--- config.mk ---
export PLATFORM = sky130hd
export DESIGN_NAME = dot_product_accumulator
export DESIGN_NICKNAME = d
export VERILOG_FILES = /design/src/rtl/mm_pkg.sv /design/src/rtl/dot_product_accumulator.sv
export SDC_FILE = /design/constraint.sdc
export NUM_CORES = 1
export LEC_CHECK = 0
export ABC_AREA = 1
export ABC_CLOCK_PERIOD_IN_PS = 3300
export CORE_MARGIN = 10
export CORE_UTILIZATION = 55
export CTS_BUF_LIST = sky130_fd_sc_hd__clkbuf_4 sky130_fd_sc_hd__clkbuf_8
export CTS_CLUSTER_DIAMETER = 150
export DETAILED_ROUTE_END_ITERATION = 10
export HOLD_SLACK_MARGIN = 0.08
export MAX_ROUTING_LAYER = met4
export PLACE_DENSITY = 0.81
export SYNTH_ARGS = -nofsm -noshare
export SYNTH_HDL_FRONTEND = slang
export SYNTH_SLANG_ARGS = --single-unit
--- constraint.sdc ---
create_clock -name Clock -period 3.3 [get_ports Clock]
set_input_delay 0.66 -clock Clock [delete_from_list [all_inputs] [get_ports Clock]]
set_output_delay 0.66 -clock Clock [all_outputs]
set_load 0.01 [all_outputs]
--- src/rtl/mm_pkg.sv ---
// rtl/mm_pkg.sv - shared types and default widths for the matrix multiply MAC lane
package mm_pkg;

    typedef enum logic {
        IDLE  = 1'b0,
        ACCUM = 1'b1
    } state_t;

    localparam int W_P_DEF   = 64;
    localparam int W_G_DEF   = 8;
    localparam int W_C_DEF   = 16;
    localparam int W_ACC_DEF = W_P_DEF + W_G_DEF;

endpackage

--- src/rtl/dot_product_accumulator.sv ---
// rtl/dot_product_accumulator.sv - sums a product stream into one dot product per vector
// Result sits in a valid/ready output register; a last term can refill it in the cycle it drains.
module dot_product_accumulator
    import mm_pkg::*;
#(
    parameter int W_p = W_P_DEF,
    parameter int W_g = W_G_DEF,
    parameter int W_c = W_C_DEF
) (
    input  logic               Clock,
    input  logic               Reset,
    input  logic               in_valid,
    output logic               in_ready,
    input  logic               in_last,
    input  logic [W_p-1:0]     product,
    output logic               out_valid,
    input  logic               out_ready,
    output logic [W_p+W_g-1:0] sum,
    output logic [W_c-1:0]     out_count,
    output logic               out_ovf
);

    localparam int W_A = W_p + W_g;
    localparam logic [W_c-1:0] ONE_C = {{(W_c-1){1'b0}}, 1'b1};

    state_t         r_state;
    state_t         w_state_next;
    logic [W_A-1:0] r_acc;
    logic [W_c-1:0] r_cnt;
    logic           r_ovf;
    logic [W_A-1:0] r_sum;
    logic [W_c-1:0] r_out_count;
    logic           r_out_ovf;
    logic           r_out_valid;

    logic [W_A:0]   w_next;
    logic           w_carry;
    logic [W_c-1:0] w_cnt_inc;
    logic           w_in_xfer;
    logic           w_in_ready;

    // Depends only on the output side, so the upstream never sees a loop through in_valid.
    assign w_in_ready = !r_out_valid || out_ready;
    assign w_in_xfer  = in_valid && w_in_ready;

    assign w_next    = {1'b0, r_acc} + {{(W_g + 1){1'b0}}, product};
    assign w_carry   = w_next[W_A];
    assign w_cnt_inc = (r_cnt == {W_c{1'b1}}) ? r_cnt : r_cnt + ONE_C;

    always_ff @(posedge Clock) begin
        if (Reset) begin
            r_state <= IDLE;
        end else begin
            r_state <= w_state_next;
        end
    end

    always_comb begin
        w_state_next = r_state;
        case (r_state)
            IDLE:    if (w_in_xfer && !in_last) w_state_next = ACCUM;
            ACCUM:   if (w_in_xfer && in_last)  w_state_next = IDLE;
            default: w_state_next = IDLE;
        endcase
    end

    always_ff @(posedge Clock) begin
        if (Reset) begin
            r_acc       <= '0;
            r_cnt       <= '0;
            r_ovf       <= 1'b0;
            r_sum       <= '0;
            r_out_count <= '0;
            r_out_ovf   <= 1'b0;
            r_out_valid <= 1'b0;
        end else begin
            if (out_ready) begin
                r_out_valid <= 1'b0;
            end
            if (w_in_xfer) begin
                if (in_last) begin
                    r_sum       <= w_next[W_A-1:0];
                    r_out_count <= w_cnt_inc;
                    r_out_ovf   <= r_ovf | w_carry;
                    r_out_valid <= 1'b1;
                    r_acc       <= '0;
                    r_cnt       <= '0;
                    r_ovf       <= 1'b0;
                end else begin
                    r_acc <= w_next[W_A-1:0];
                    r_cnt <= w_cnt_inc;
                    r_ovf <= r_ovf | w_carry;
                end
            end
        end
    end

    assign in_ready  = w_in_ready;
    assign out_valid = r_out_valid;
    assign sum       = r_sum;
    assign out_count = r_out_count;
    assign out_ovf   = r_out_ovf;

endmodule

---- Word-level counts from Yosys, hierarchy flattened ----
Index checks and enable logic that the tools add are counted.
storage, ports and cells
  flip-flop bits (word level) ............. 179
  input bits .............................. 69
  output and inout bits ................... 91
cells by class
  $add $sub $neg .......................... 2
  eq/ne operators ......................... 1
  mux-type cells .......................... 7
  bitwise operators ....................... 1
  reductions and logical operators ........ 4
operators by type and width
  kind                                                             count
  72-bit by 64-bit adder with 73-bit output                        1
  72-bit 2-to-1 mux                                                1
  16-bit 2-to-1 mux                                                2
  16-bit by 1-bit adder with 16-bit output, second input constant  1
  16-bit equality test, second input constant                      1
  1-bit 2-to-1 mux                                                 4
  2-bit AND reduction                                              1
  1-bit logical AND                                                1
  1-bit zero test                                                  1
  1-bit logical OR                                                 1
  1-bit bitwise OR                                                 1

---- Longest topological paths before layout ----
Gate-level depths: netlist (run 1).
  word-level depth ........................ 4
  gate-level depth with buffers ........... 17
  gate-level depth less buffers ........... 17

---- Worst setup path before layout (run 1) ----
OpenSTA, ideal clock, no wires.
  path kind ............................... input to register
  start ................................... input port product[0]
  end ..................................... register r_acc[64]
  library setup time ...................... 0.132 ns
  arrival time ............................ 2.227 ns
  data required time ...................... 3.168 ns
  path slack .............................. 0.941 ns
  stages .................................. 17
  buffers on the path ..................... 0
  cell sequence ........................... ha_1 inv_1 fa_1 inv_1 nand3_1 nand3_2 nand2_1 nand2_2 nand3_1 nand2_1 nand2_1 nand2_1 nand2_1 nand2_1 nand2_1 nand3_1 a21oi_1
between the ends
  cells in the longest elaborated chain, start to end .. 2
RTL lines
  element                                    line                           source
  from (decl)                                dot_product_accumulator.sv:15  input logic [W_p-1:0] product,
  72-bit by 64-bit adder with 73-bit output  dot_product_accumulator.sv:46  assign w_next = {1'b0, r_acc} + {{(W_g + 1){1'b0}}, product};
  72-bit 2-to-1 mux                          dot_product_accumulator.sv:81  if (in_last) begin
  to (signal assigned)                       dot_product_accumulator.sv:90  r_acc <= w_next[W_A-1:0];
  to (decl)                                  dot_product_accumulator.sv:28  logic [W_A-1:0] r_acc;
No other way between the ends.
A chain may end at the register's enable or synchronous reset.

---- Worst setup path in the final report (run 1) ----
  start ................................... input port product[16]
  end ..................................... register r_acc[54]
The elaborated chain is that of the path after synthesis.

==> impl_results.md, run 1 <==
* Crit path time final at between 2000 and 3000 ps
* Overall Global Routing Usage at 0.316
* Mapped Avg Cell Area at approximately 6 um2
* Cts hold-fix bufs at 0
* Overall power at 5470 uW
* Commonest non-fill, non-tap cell in the layout: nand2_1
* CP Cell Sequence: clkdlybuf4s50_1 -> ha_1 -> buf_4 -> nand2_1 -> inv_1 -> nand2_1 -> nand2_1 -> a21oi_1 -> nand3_2 -> nand2_1 -> nand2_1 -> buf_4 -> nand2_1 -> nand3_1 -> nand3_1 -> a21oi_1
* Largest net degree at the start of global routing at 86
* Die height at roughly 170 um
* Clock sink count at roughly 180
* Post-cts sizing count at 0
* Sequential share of the synthesized area at 0.295
* Final-report setup violation count at 0
* Critical-path top delay cell: clkdlybuf4s50_1
* Number of flops mapped to enable cells by yosys at 0
* Post CTS Setup Buffer Count at 0
* Top post-synthesis cells by area: dfxtp_1 29%, nand2_1 22%, inv_1 9.2%
* Simple-gate area share of the yosys netlist at 0.364
* I/O Pins at 160
* Syn_nets at between 2k and 2.5k
* Clk pwr share at 0.319
* Core area at about 22000 um2
* Sw frac at 0.376
* Initial antenna violation count at 0
* Crit path required time at 3630 ps
* Cts bufs inserted at 17
* Main combinational cell family by area after synthesis: simple AND/OR/NAND/NOR gates
* Relative slew slack at 0.290
* Int Power at about 3400 uW
* Final hold violations at 0
* H-tree levels at 4
* Critical path type: in -> reg
* First-pass GRT wire length at between 70000 and 80000 um
* Drt drc at 0
* Status: complete, no violations
* 1st-pass router iterations at 8
* Post-detailed-route count of antenna-violating nets at 0
* Placer Congestion at slightly above 1
* Layout Skew at between 20 and 30 ps
* Area growth from synthesis to layout at 20.5%
* CTS Buffer Depth at 2
* Total global routing overflow at 0
* Via count at between 10k and 15k
* Gate Count Post-Synth at around 2k
* Crit path largest cell delay at around 400 ps
* Nets at roughly 2.3k
* Post-synth ARST share at 0
* Routed vias/inst at roughly 5.6
* Synth Area in XOR/XNOR at 0.0324
* Crit path DAT at between 3000 and 4000 ps
* MaxCap Viol Count at 0
* Most frequent cells in the layout: 696 x nand2_1, 297 x inv_1, 179 x dfxtp_1
* CTS tree: yes
* Final period util at 0.888
* Fmax at about 0.34 GHz
* R2r setup slk at 610 ps
* Post-Synth Adder-Cell Area at 0.0686
* Final worst slack at ~370 ps
* Final WL at around 45000 um
* Place WS at -40.9 ps
* RSZ-0062 raised after global routing: no
* Pwr/cell area at about 370 nW/um2
* Peak supply drop at ~0.33 mV
* Combinational share of power at 0.254
* Dominant cell type by area after synthesis: dfxtp_1
* Hpwl dp at 35700 um
* Max-slew violations at 0
* Prevailing post-synth register cell: dfxtp_1
* Netlist cell types at 37
* WL/cell at 18.5 um
* CP startpoint kind: input port
* Initial Util at 0.559
* Root Driver: clkbuf_8
* Fraction of layout cells with a size suffix above 1 at 0.0536
* Synth Register Bits at roughly 180
* Number of port buffers at approximately 160
* Vias in the first global route at between 10k and 15k
* Mux contribution to synthesized area at 0
* Ant diodes at 0
* Die width at between 150 and 200 um
* DIE AREA at 28400 um2
* Clk pin slew, worst setup/hold paths at 120 ps
* Worst Hold Class: reg -> reg
* Synth Cell Area at between 10000 and 15000 um2
* DRT iter0 DRCs at 1538
* Cell mode on critical path: nand2_1
* Yosys warnings at 0
* Post-synthesis compound-gate area fraction at 0.133
* Setup crit end kind: flip-flop
* Min Hold Slack at ~460 ps
* Crit path max fanout at 3
* Row count at 54
* Sequential share of power at 0.427
* P_sw at 2060 uW
* Area share of the largest cell type after synthesis at 0.295
* Leak at between 0.006 and 0.007 uW
* Worst-skew pair later-pin latency at around 500 ps
* Final Util at 0.673
* Least-Margin Pin Slew at 1070 ps
==> through the flow <==
step	instance area, um2	setup TNS (ps)	instances
global route	14700	0	2446
global placement	14200	0	2414
finish	14700	0	2446
floorplan	12200	0	1982
detailed placement	14200	-40.9	2414
CTS	14700	0	2446
==> state kept, by name, indices dropped and copies added, names as in the netlist <==
register	flops
r_cnt	16
sum	72
out_valid	1
r_acc	72
out_ovf	1
r_ovf	1
out_count	16
==> synth_stat cells (2+ instances only) <==
master,instances
a21oi_1,161
a22o_1,38
a2bb2oi_1,2
a31oi_1,2
and2_1,3
buf_1,6
buf_2,14
clkbuf_1,26
dfxtp_1,179
ha_1,65
inv_1,297
nand2_1,697
nand2_2,18
nand3_1,116
nand3_2,10
nand3b_1,11
nand4_1,7
nor2_1,161
nor2_2,8
nor2_4,2
nor3_1,16
nor4_1,7
o21a_1,4
o21ai_0,63
o21bai_1,5
o22ai_1,6
or2_1,5
xnor2_1,10
xor2_1,35
==> layer usage <==
layer	track usage	vias to the layer above	wire, um
met3	0.0512	104	4040
li1	-	6592	-
met2	0.488	709	20000
met4	0.107	0	1480
met5	-	-	0
met1	0.414	6238	19700
==> critical path, delay by kind of cell <==
kind                       cells  cell delay (ps)
adders and majority gates      1              330
and+or+nand+nor                9             1110
buffers and inverters          4              810
AOI/OAI and AO/OA              2              330
==> kinds of logic (layout without fill, tap and decap cells) <==
logic type | count (synthesis) | count (layout)
compound gates | 284 | 284
buf+inv | 344 | 528
fa+ha+maj | 66 | 66
simple gates | 1064 | 1064
xor+xnor | 45 | 45
flops | 179 | 179
==> worst paths after layout <==
check	cells after the start	startpoint	end
setup reg to reg	15	r_acc[16]	r_acc[54]
hold reg to reg	2	sum[53]	sum[53]
hold / removal	2	sum[53]	sum[53]
setup / recovery	16	product[16]	r_acc[54]
==> final cells by class <==
cell class | instances | area (um2)
Clock buffer | 17 | 234
Clock inverter | 15 | 206
Fill cell | 1987 | 7110
Inverter | 298 | 1120
Multi-Input combinational cell | 1459 | 7280
Sequential cell | 179 | 3580
Tap cell | 280 | 350
Timing Repair Buffer | 198 | 1880
==> power groups by stage <==
stage / sequential [uW] / clock (uW) / combinational, uW
after detailed placement: 2380 / 0 / 1350
after global placement: 2380 / 0 / 1330
after CTS: 2330 / 1740 / 1360
after global routing: 2350 / 1810 / 1510
after floorplan: 2390 / 0 / 776
final: 2340 / 1750 / 1390
(Power assumes the default switching activity.)
==> inputs of run 2 (changes only) <==
--- a/config.mk
+++ b/config.mk
@@ -14,7 +14,7 @@
 export DETAILED_ROUTE_END_ITERATION = 10
 export HOLD_SLACK_MARGIN = 0.08
 export MAX_ROUTING_LAYER = met4
-export PLACE_DENSITY = 0.81
+export PLACE_DENSITY = 0.89
 export SYNTH_ARGS = -nofsm -noshare
 export SYNTH_HDL_FRONTEND = slang
 export SYNTH_SLANG_ARGS = --single-unit
==> impl_results.md, run 2 (synthesis gave the netlist of run 1 again) <==
* 1st-pass router iterations at 8
* Clk pwr share at 0.315
* Combinational share of power at 0.260
* Worst Hold Class: reg -> reg
* Crit path max fanout at 3
* Layout Skew at between 30 and 40 ps
* Sw frac at 0.377
* Number of port buffers at approximately 160
* Int Power at approximately 3400 uW
* DRT iter0 DRCs at between 1.5k and 2k
* Area growth from synthesis to layout at 21.4%
* Vias in the first global route at between 10k and 15k
* Clock sink count at 179
* Total global routing overflow at 0
* Ant diodes at 0
* Final period util at 0.927
* Leak at between 0.007 and 0.008 uW
* Post CTS Setup Buffer Count at 0
* WL met3 at 4150 um
* Routed vias/inst at ~5.6
* Final-report setup violation count at 0
* Via count at about 14k
* Max-slew violations at 0
* H-tree levels at 4
* Post-cts sizing count at 0
* Row count at 54
* WL/cell at 18.9 um
* R2r setup slk at around 510 ps
* I/O Pins at 160
* Most frequent cells in the layout: 696 x nand2_1, 297 x inv_1, 179 x dfxtp_1
* Nets at 2297
* Placer Congestion at ~1.1
* CTS tree: yes
* Crit path DAT at between 3000 and 4000 ps
* Post-detailed-route count of antenna-violating nets at 0
* Setup crit end kind: flip-flop
* Place WS at -224 ps
* CTS Buffer Depth at 2
* Hpwl dp at 36700 um
* DIE AREA at approximately 28000 um2
* Final WL at between 40000 and 50000 um
* Cts hold-fix bufs at 0
* Pwr/cell area at approximately 370 nW/um2
* Die height at 169 um
* Drt drc at 0
* Final hold violations at 0
* Crit path time final at just over 3000 ps
* Overall power at around 5500 uW
* Met1 WL at around 20000 um
* Relative slew slack at 0.273
* Highest routed metal layer: met4
* Initial Util at 0.559
* Commonest non-fill, non-tap cell in the layout: nand2_1
* Number of fill cells in the layout at just under 2k
* P_sw at approximately 2100 uW
* Cts bufs inserted at 17
* Final TNS setup at 0 ps
* Overall Global Routing Usage at 0.326
* Clk pin slew, worst setup/hold paths at between 100 and 150 ps
* WL met2 at between 20000 and 25000 um
* Least-Margin Pin Slew at roughly 1100 ps
* Largest net degree at the start of global routing at between 80 and 90
* Die width at 169 um
* Peak supply drop at between 0.2 and 0.25 mV
* RSZ-0062 raised after global routing: no
* Fmax at approximately 0.33 GHz
* Worst-skew pair later-pin latency at ~500 ps
* Sequential share of power at 0.426
* Fraction of layout cells with a size suffix above 1 at 0.0575
* Root Driver: clkbuf_8
* Critical path type: in -> reg
* MaxCap Viol Count at 0
* Initial antenna violation count at 0
* Final worst slack at roughly 240 ps
* Core area at 21800 um2
* Crit path required time at 3710 ps
* CP startpoint kind: input port
* Status: complete, no violations
* First-pass GRT wire length at 72800 um
[run 2: changes by cell type in the layout (fill, tap and decap cells not counted)]
cell / delta
inv_12: -1
clkinv_8: +2
buf_12: +2
inv_8: -1
buf_4: +7
[run 2: stage by stage]
step	area, um2	instances	util	hold WS, ps
after detailed placement	14300	2423	0.657	440
after floorplan	12200	1982	-	449
after global placement	14300	2423	0.657	437
after global routing	14700	2455	0.678	477
after CTS	14700	2455	0.678	462
final	14700	2455	0.678	460
[run 2: final timing paths]
check,start,to,depth (start not counted)
setup / recovery,product[0],r_acc[32],17
hold / removal,sum[59],sum[59],2
setup reg to reg,r_acc[0],r_acc[32],16
hold reg to reg,sum[59],sum[59],2
[run 2: layer usage]
layer,GRT usage,up-vias
met5,-,-
met1,0.431,6269
li1,-,6606
met3,0.0475,131
met4,0.0980,0
met2,0.507,761
[run 2: cell type report]
type / instances / area [um2] / area share
Clock inverter: 15 / 211 / 0.0143
Multi-Input combinational cell: 1459 / 7280 / 0.494
Timing Repair Buffer: 207 / 1970 / 0.134
Inverter: 298 / 1120 / 0.0758
Sequential cell: 179 / 3580 / 0.243
Clock buffer: 17 / 234 / 0.0159
Tap cell: 280 / 350 / 0.0238
[run 2: power by group through the flow]
stage	logic (uW)	clock network (uW)	registers, uW
final	1430	1730	2340
after global routing	1550	1800	2350
after CTS	1400	1720	2340
after detailed placement	1380	0	2380
after global placement	1360	0	2380
after floorplan	776	0	2390
[run 2: critical path, cell delays in order]
cell and delay [ps]:
clkdlybuf4s50_1 470, ha_1 220, inv_1 80, fa_1 420
inv_1 120, nand3_1 80, nand3_2 100, nand2_1 70
nand2_2 70, nand3_1 60, nand2_1 130, nand2_1 70
nand2_1 100, buf_12 120, xor2_1 440, nand2_1 110
a21oi_1 150
